File: src/rtl/charge_scatter_weigher_if.sv
// Shared particle/scatter types and the stream bundle between particle store and grid banks.
// Slave modport is the weigher's view; master is the producer/consumer side.
package defs;
  localparam int unsigned NUM_ROWS       = 64;
  localparam int unsigned NUM_COLS       = 64;
  localparam int unsigned GRID_ADDRWIDTH = 12;
  localparam int unsigned CINT           = 12;
  localparam int unsigned CFRAC          = 24;

  typedef logic [CINT+CFRAC-1:0] charge_t;

  typedef struct packed {
    logic [5:0]  whole;
    logic [11:0] fraction;
  } fixed_t;

  typedef struct packed {
    fixed_t y;
    fixed_t x;
  } pos_t;

  typedef struct packed {
    pos_t        pos;
    logic [15:0] vperp;
  } particle_t;

  localparam int unsigned PSIZE = $bits(particle_t);

  typedef struct packed {
    logic [GRID_ADDRWIDTH-3:0] addr;
    charge_t                   weight;
  } scatter_t;
endpackage

interface charge_scatter_weigher_if;
  import defs::*;

  logic                          in_valid;
  logic                          in_ready;
  logic [PSIZE-1:0]              in_particle;
  logic                          out_valid;
  logic                          out_ready;
  logic [4*$bits(scatter_t)-1:0] out_scatter;

  modport slave (
    input  in_valid, in_particle, out_ready,
    output in_ready, out_valid, out_scatter
  );

  modport master (
    output in_valid, in_particle, out_ready,
    input  in_ready, out_valid, out_scatter
  );
endinterface

File: src/rtl/charge_scatter_weigher.sv
// Three-stage cloud-in-cell weigher: one particle in, four bank-steered weighted corners out.
// Optional SCATTER_STATS_EN adds stats_clr and a 32-bit particle_count of delivered beats.
module charge_scatter_weigher
  import defs::*;
#(
  parameter int unsigned NROWS   = defs::NUM_ROWS,
  parameter int unsigned NCOLS   = defs::NUM_COLS,
  parameter int unsigned LATENCY = 3
) (
  input  logic                    clk,
  input  logic                    rst_n,
`ifdef SCATTER_STATS_EN
  input  logic                    stats_clr,
  output logic [31:0]             particle_count,
`endif
  charge_scatter_weigher_if.slave bus
);

  localparam int unsigned CoordBits  = $clog2(NROWS);
  localparam int unsigned FracBits   = 12;
  localparam int unsigned ProdBits   = 2 * FracBits + 2;
  localparam int unsigned AddrBits   = GRID_ADDRWIDTH - 2;
  localparam int unsigned ChargeBits = $bits(charge_t);
  localparam int unsigned ScatBits   = $bits(scatter_t);

  if (NCOLS != NROWS || LATENCY != 3) begin : g_param_check
    $error("charge_scatter_weigher: square grid and fixed 3-cycle pipeline only");
  end

  particle_t p;
  logic      en;
  logic      unused_vperp;

  assign p            = particle_t'(bus.in_particle);
  assign unused_vperp = ^p.vperp;

  logic                 out_valid_q;
  logic [4*ScatBits-1:0] scat_q, scat_d;

  // Single global enable: the whole pipe advances only when the output slot can move.
  assign en           = !out_valid_q || bus.out_ready;
  assign bus.in_ready = en;

  // S1: corner coordinates (with periodic +1) and 13-bit complements.
  logic                 v1_q;
  logic [CoordBits-1:0] y0_q, y1_q, x0_q, x1_q;
  logic [FracBits-1:0]  fy_q, fx_q;
  logic [FracBits:0]    gy_q, gx_q;

  always_ff @(posedge clk or negedge rst_n) begin
    if (!rst_n) begin
      v1_q <= 1'b0;
      y0_q <= '0;
      y1_q <= '0;
      x0_q <= '0;
      x1_q <= '0;
      fy_q <= '0;
      fx_q <= '0;
      gy_q <= '0;
      gx_q <= '0;
    end else if (en) begin
      v1_q <= bus.in_valid;
      if (bus.in_valid) begin
        y0_q <= p.pos.y.whole;
        y1_q <= p.pos.y.whole + 1'b1;
        x0_q <= p.pos.x.whole;
        x1_q <= p.pos.x.whole + 1'b1;
        fy_q <= p.pos.y.fraction;
        fx_q <= p.pos.x.fraction;
        gy_q <= 13'd4096 - {1'b0, p.pos.y.fraction};
        gx_q <= 13'd4096 - {1'b0, p.pos.x.fraction};
      end
    end
  end

  // S2: products indexed {y+1?, x+1?}; each bank picks the corner whose parity matches it.
  logic [ProdBits-1:0]  prod   [4];
  logic [1:0]           sel    [4];
  logic [CoordBits-1:0] row    [4];
  logic [CoordBits-1:0] col    [4];
  logic [AddrBits-1:0]  addr_d [4];
  logic [ProdBits-1:0]  wgt_d  [4];

  always_comb begin
    prod[0] = ProdBits'(gy_q) * ProdBits'(gx_q);
    prod[1] = ProdBits'(gy_q) * ProdBits'(fx_q);
    prod[2] = ProdBits'(fy_q) * ProdBits'(gx_q);
    prod[3] = ProdBits'(fy_q) * ProdBits'(fx_q);
    for (int b = 0; b < 4; b++) begin
      sel[b]    = {y0_q[0] ^ b[1], x0_q[0] ^ b[0]};
      row[b]    = sel[b][1] ? y1_q : y0_q;
      col[b]    = sel[b][0] ? x1_q : x0_q;
      addr_d[b] = {row[b][CoordBits-1:1], col[b][CoordBits-1:1]};
      wgt_d[b]  = prod[sel[b]];
    end
  end

  logic                v2_q;
  logic [AddrBits-1:0] addr2_q [4];
  logic [ProdBits-1:0] wgt2_q  [4];

  always_ff @(posedge clk or negedge rst_n) begin
    if (!rst_n) begin
      v2_q <= 1'b0;
      for (int b = 0; b < 4; b++) begin
        addr2_q[b] <= '0;
        wgt2_q[b]  <= '0;
      end
    end else if (en) begin
      v2_q <= v1_q;
      if (v1_q) begin
        for (int b = 0; b < 4; b++) begin
          addr2_q[b] <= addr_d[b];
          wgt2_q[b]  <= wgt_d[b];
        end
      end
    end
  end

  // S3: pack bank b into slice b of the output beat.
  always_comb begin
    scat_d = '0;
    for (int b = 0; b < 4; b++) begin
      scat_d[ScatBits*b +: ScatBits] = {addr2_q[b], {(ChargeBits-ProdBits){1'b0}}, wgt2_q[b]};
    end
  end

  always_ff @(posedge clk or negedge rst_n) begin
    if (!rst_n) begin
      out_valid_q <= 1'b0;
      scat_q      <= '0;
    end else if (en) begin
      out_valid_q <= v2_q;
      if (v2_q) begin
        scat_q <= scat_d;
      end
    end
  end

  assign bus.out_valid   = out_valid_q;
  assign bus.out_scatter = scat_q;

`ifdef SCATTER_STATS_EN
  logic [31:0] count_q;

  always_ff @(posedge clk or negedge rst_n) begin
    if (!rst_n) begin
      count_q <= '0;
    end else if (stats_clr) begin
      count_q <= '0;
    end else if (out_valid_q && bus.out_ready) begin
      count_q <= count_q + 32'd1;
    end
  end

  assign particle_count = count_q;
`endif

endmodule

File: src/flat_wrapper.sv
// flat-port wrapper written by rule: the top's interface ports become plain ports
module charge_scatter_weigher_flat import defs::*;
#(
  parameter int unsigned NROWS   = defs::NUM_ROWS,
  parameter int unsigned NCOLS   = defs::NUM_COLS,
  parameter int unsigned LATENCY = 3
)
  (clk, rst_n, bus_in_valid, bus_in_particle, bus_out_ready, bus_in_ready, bus_out_valid, bus_out_scatter);
  charge_scatter_weigher_if bus_i ();
  input  logic clk;
  input  logic rst_n;
  input wire logic [$bits(bus_i.in_valid)-1:0] bus_in_valid;
  input wire logic [$bits(bus_i.in_particle)-1:0] bus_in_particle;
  input wire logic [$bits(bus_i.out_ready)-1:0] bus_out_ready;
  output wire logic [$bits(bus_i.in_ready)-1:0] bus_in_ready;
  output wire logic [$bits(bus_i.out_valid)-1:0] bus_out_valid;
  output wire logic [$bits(bus_i.out_scatter)-1:0] bus_out_scatter;
  assign bus_i.in_valid = bus_in_valid;
  assign bus_i.in_particle = bus_in_particle;
  assign bus_i.out_ready = bus_out_ready;
  assign bus_in_ready = bus_i.in_ready;
  assign bus_out_valid = bus_i.out_valid;
  assign bus_out_scatter = bus_i.out_scatter;
  charge_scatter_weigher #(.NROWS(NROWS), .NCOLS(NCOLS), .LATENCY(LATENCY)) u_core (.clk(clk), .rst_n(rst_n), .bus(bus_i));
endmodule
File: config.mk
export PLATFORM = sky130hd
export DESIGN_NAME = charge_scatter_weigher_flat
export DESIGN_NICKNAME = d
export VERILOG_FILES = /design/src/rtl/charge_scatter_weigher_if.sv /design/src/rtl/charge_scatter_weigher.sv /design/src/flat_wrapper.sv
export SDC_FILE = /design/constraint.sdc
export NUM_CORES = 2
export LEC_CHECK = 0
export ABC_CLOCK_PERIOD_IN_PS = 6700
export CAP_MARGIN = 0
export CELL_PAD_IN_SITES_DETAIL_PLACEMENT = 1
export CELL_PAD_IN_SITES_GLOBAL_PLACEMENT = 2
export CORE_MARGIN = 2
export CORE_UTILIZATION = 39
export CTS_CLUSTER_DIAMETER = 120
export DETAILED_ROUTE_END_ITERATION = 6
export HOLD_SLACK_MARGIN = 0.1
export PLACE_DENSITY_LB_ADDON = 0.2
export SLEW_MARGIN = 20
export SYNTH_ARGS = -nofsm -noshare
export SYNTH_HDL_FRONTEND = slang
export SYNTH_SLANG_ARGS = --single-unit
File: constraint.sdc
create_clock -name clk -period 6.7 [get_ports clk]
set_input_delay 0.67 -clock clk [delete_from_list [all_inputs] [get_ports clk]]
set_output_delay 0.67 -clock clk [all_outputs]
set_load 0.005 [all_outputs]
==> flow_summary.yaml <==
run_status:
  status: "complete, no violations"
sta:
  setup_tns_ps: 0
  grt_setup_unrepaired: "no"
  slew_headroom_pct: 30.9
  hold_violations: 0
  slew_violations: 0
  final.min_clock_period_ps: 6470
  setup_viol: 0
  clock_skew_ps: 48.7
  fin_crit_sh_pct: 96.6
  tightest_slew_ps: 1040
  max_freq_ghz: 0.154
layout:
  area_growth_pct: 14.3
  fin_nets: 4722
  drive_gt1_share_pct: 11.8
  finalNonFillerCells: 5168
  antennaDiodeCount: 0
detailed_routing:
  drtIter0Drc: 1401
  wl_met3_um: 5250
  vias_per_cell: 5.20
  drc: 0
  wirelength_um: 110000
  top_layer: "met5"
  drt.antenna.violating_nets: 0
  wl_per_cell_um: 21.3
  vias: 26881
  wl_met1_um: 52800
  drt-pass1-iter-count: 5
  met2WireLength_um: 49000
worst_setup_path:
  critPathKind: "reg -> reg"
  critPathCaptureType: "register"
  arrival_ps: 6940
  startpoint_type: "register"
  cp_max_fo: 12
  crit_required_ps: 7170
synth:
  yosys.area.top_type: "fa_1"
  yosys-top-cells-area: "fa_1 25%, dfrtp_1 22%, ha_1 9.3%, inv_1 6.7%, nand2_1 6.1%"
  synth_flop_cell: "dfrtp_1"
  async_flop_share_pct: 100
  syn_inst: 3791
  synth_edf_count: 0
  synth.distinct_cells: 78
  synth.cells.most_frequent: "633 x inv_1, 574 x nand2_1, 441 x fa_1"
  yosysMostFrequentCell: "inv_1"
  syn_area_mm2: 0.0355
  synth_seq_cells: 315
  ys_seq_area_share_pct: 22.2
  synth_top_area_share_pct: 24.9
  synth_area_per_cell_um2: 9.36
  ys_warn_count: 0
clock_tree:
  root_buffer: "clkbuf_16"
  cts_buffer_depth: 3
  htreeDepth: 2
  cts_tree: "done"
  clock_sinks: 315
  insertion_delay_ps: 610
  path_clk_slew_ps: 60
  cts_buffers: 38
floorplanning:
  rows: 110
  die_y_um: 306
  start_util_pct: 39.4
  die_w_um: 306
  placeableCoreArea_mm2: 0.0901
  dieArea_mm2: 0.0934
  ioPinCount: 242
placement:
  place_congestion: 0.883
  dpl.hpwl_um: 88900
  dp.cells: 5098
  io_buffers: 185
global_route:
  grt_pass1_wl_um: 172000
  grt_util_all_layers_pct: 23.9
  antenna_found_initial: 6
  grt_overflow: 0
  grt_max_degree: 129
  first_global_vias: 29014
min_path:
  hp-class: "in -> async"
job:
  maxCapViolCount: 0
==> worst max-delay path, cell delays in order, from the launching register on <==
cell      delay [ps]
dfrtp_1          660
buf_4            300
and2_1           170
fa_1             500
inv_1             60
fa_1             520
inv_1             50
fa_1             490
fa_1             510
inv_1             50
fa_1             480
inv_1             40
ha_1             370
a21o_1           230
a21oi_1          160
buf_4            140
o21a_1           240
a21boi_0         130
nor2_1           130
xnor2_1          230
mux4_1           590
mux2_2           280
==> final cells by class <==
type	instances	area (um2)
Clock buffer	53	1110
Clock inverter	17	201
Fill cell	10243	49600
Inverter	635	2380
Multi-Input combinational cell	2618	24200
Sequential cell	315	7890
Tap cell	1176	1470
Timing Repair Buffer	354	3340
==> state kept, by name, summed over array words and instances, names as in the netlist, 6 cells and up <==
register	flops
u_core.addr2_q	20
u_core.bus.out_scatter	121
u_core.fx_q	12
u_core.fy_q	11
u_core.gx_q	12
u_core.gy_q	13
u_core.scat_d	101
u_core.x0_q	6
u_core.y0_q	6
==> cell families (layout without fill, tap and decap cells) <==
group                    count (synthesis)  in the layout  synth area share (%)
flip-flops                             315            315                  22.2
AO/OA/AOI/OAI                          453            453                  8.50
AND/OR/NAND/NOR                       1077           1077                  14.1
adder cells (fa/ha/maj)                704            704                  34.2
multiplexers                           262            262                  8.80
buffers and inverters                  897           1059                  10.2
other                                    1             40                0.0106
XOR/XNOR                                82             82                  2.02
==> per-layer routing <==
| metal | vias up | global-route usage (%) |
|---|---|---|
| met4 | 8 | 6.67 |
| met2 | 540 | 38.0 |
| met1 | 13832 | 33.7 |
| met3 | 152 | 3.79 |
| met5 | - | 0 |
| li1 | 12349 | - |
==> what timing repair did <==
action	CTS	global route
endpoints found under the setup margin	0	1
resized for setup	0	1
setup buffers	0	0
hold buffers	0	0
==> final timing paths <==
kind                                               start                             end  slack (ps)  depth (start not counted)
min reg2reg                u_core.scat_d[49]$_DFFE_PN0P_   u_core.scat_d[49]$_DFFE_PN0P_         460                          2
min                                                rst_n  u_core.scat_d[144]$_DFFE_PN0P_          80                          1
max                           u_core.gx_q[8]$_DFFE_PN0P_   u_core.scat_d[15]$_DFFE_PN0P_         230                         21
max in group asynchronous                          rst_n      u_core.gy_q[5]$_DFFE_PN0P_        5110                          2
min in group clk           u_core.scat_d[49]$_DFFE_PN0P_   u_core.scat_d[49]$_DFFE_PN0P_         460                          2
max reg2reg                   u_core.gx_q[8]$_DFFE_PN0P_   u_core.scat_d[15]$_DFFE_PN0P_         230                         21
==> cell usage in the layout, fill, tap and decap left out, types with 21 or more instances in the layout <==
cell type	n
a211oi_1	24
a21o_1	21
a21oi_1	82
a31oi_1	26
and2_1	248
buf_4	152
clkbuf_16	38
clkdlybuf4s50_1	184
conb_1	40
dfrtp_1	312
fa_1	441
ha_1	263
inv_1	633
mux2_2	188
mux2i_1	54
nand2_1	571
nand3_1	31
nor2_1	95
nor3_1	36
o21a_1	22
o21ai_0	129
xnor2_1	47
xor2_1	35
==> metrics by stage <==
stage	hold slack [ps]	util, %	setup slack, ps	instance area, um2
5_1_grt	135	45.0	0.848	40600
2_1_floorplan	374	-	1070	35600
3_3_place_gp	449	43.5	329	39300
4_1_cts	105	45.0	241	40600
3_5_place_dp	456	43.5	287	39300
6_report	80.4	45.0	227	40600
Power is not shown: default switching activity piles up to over one toggle a cycle in this logic, so the estimate is an artifact.
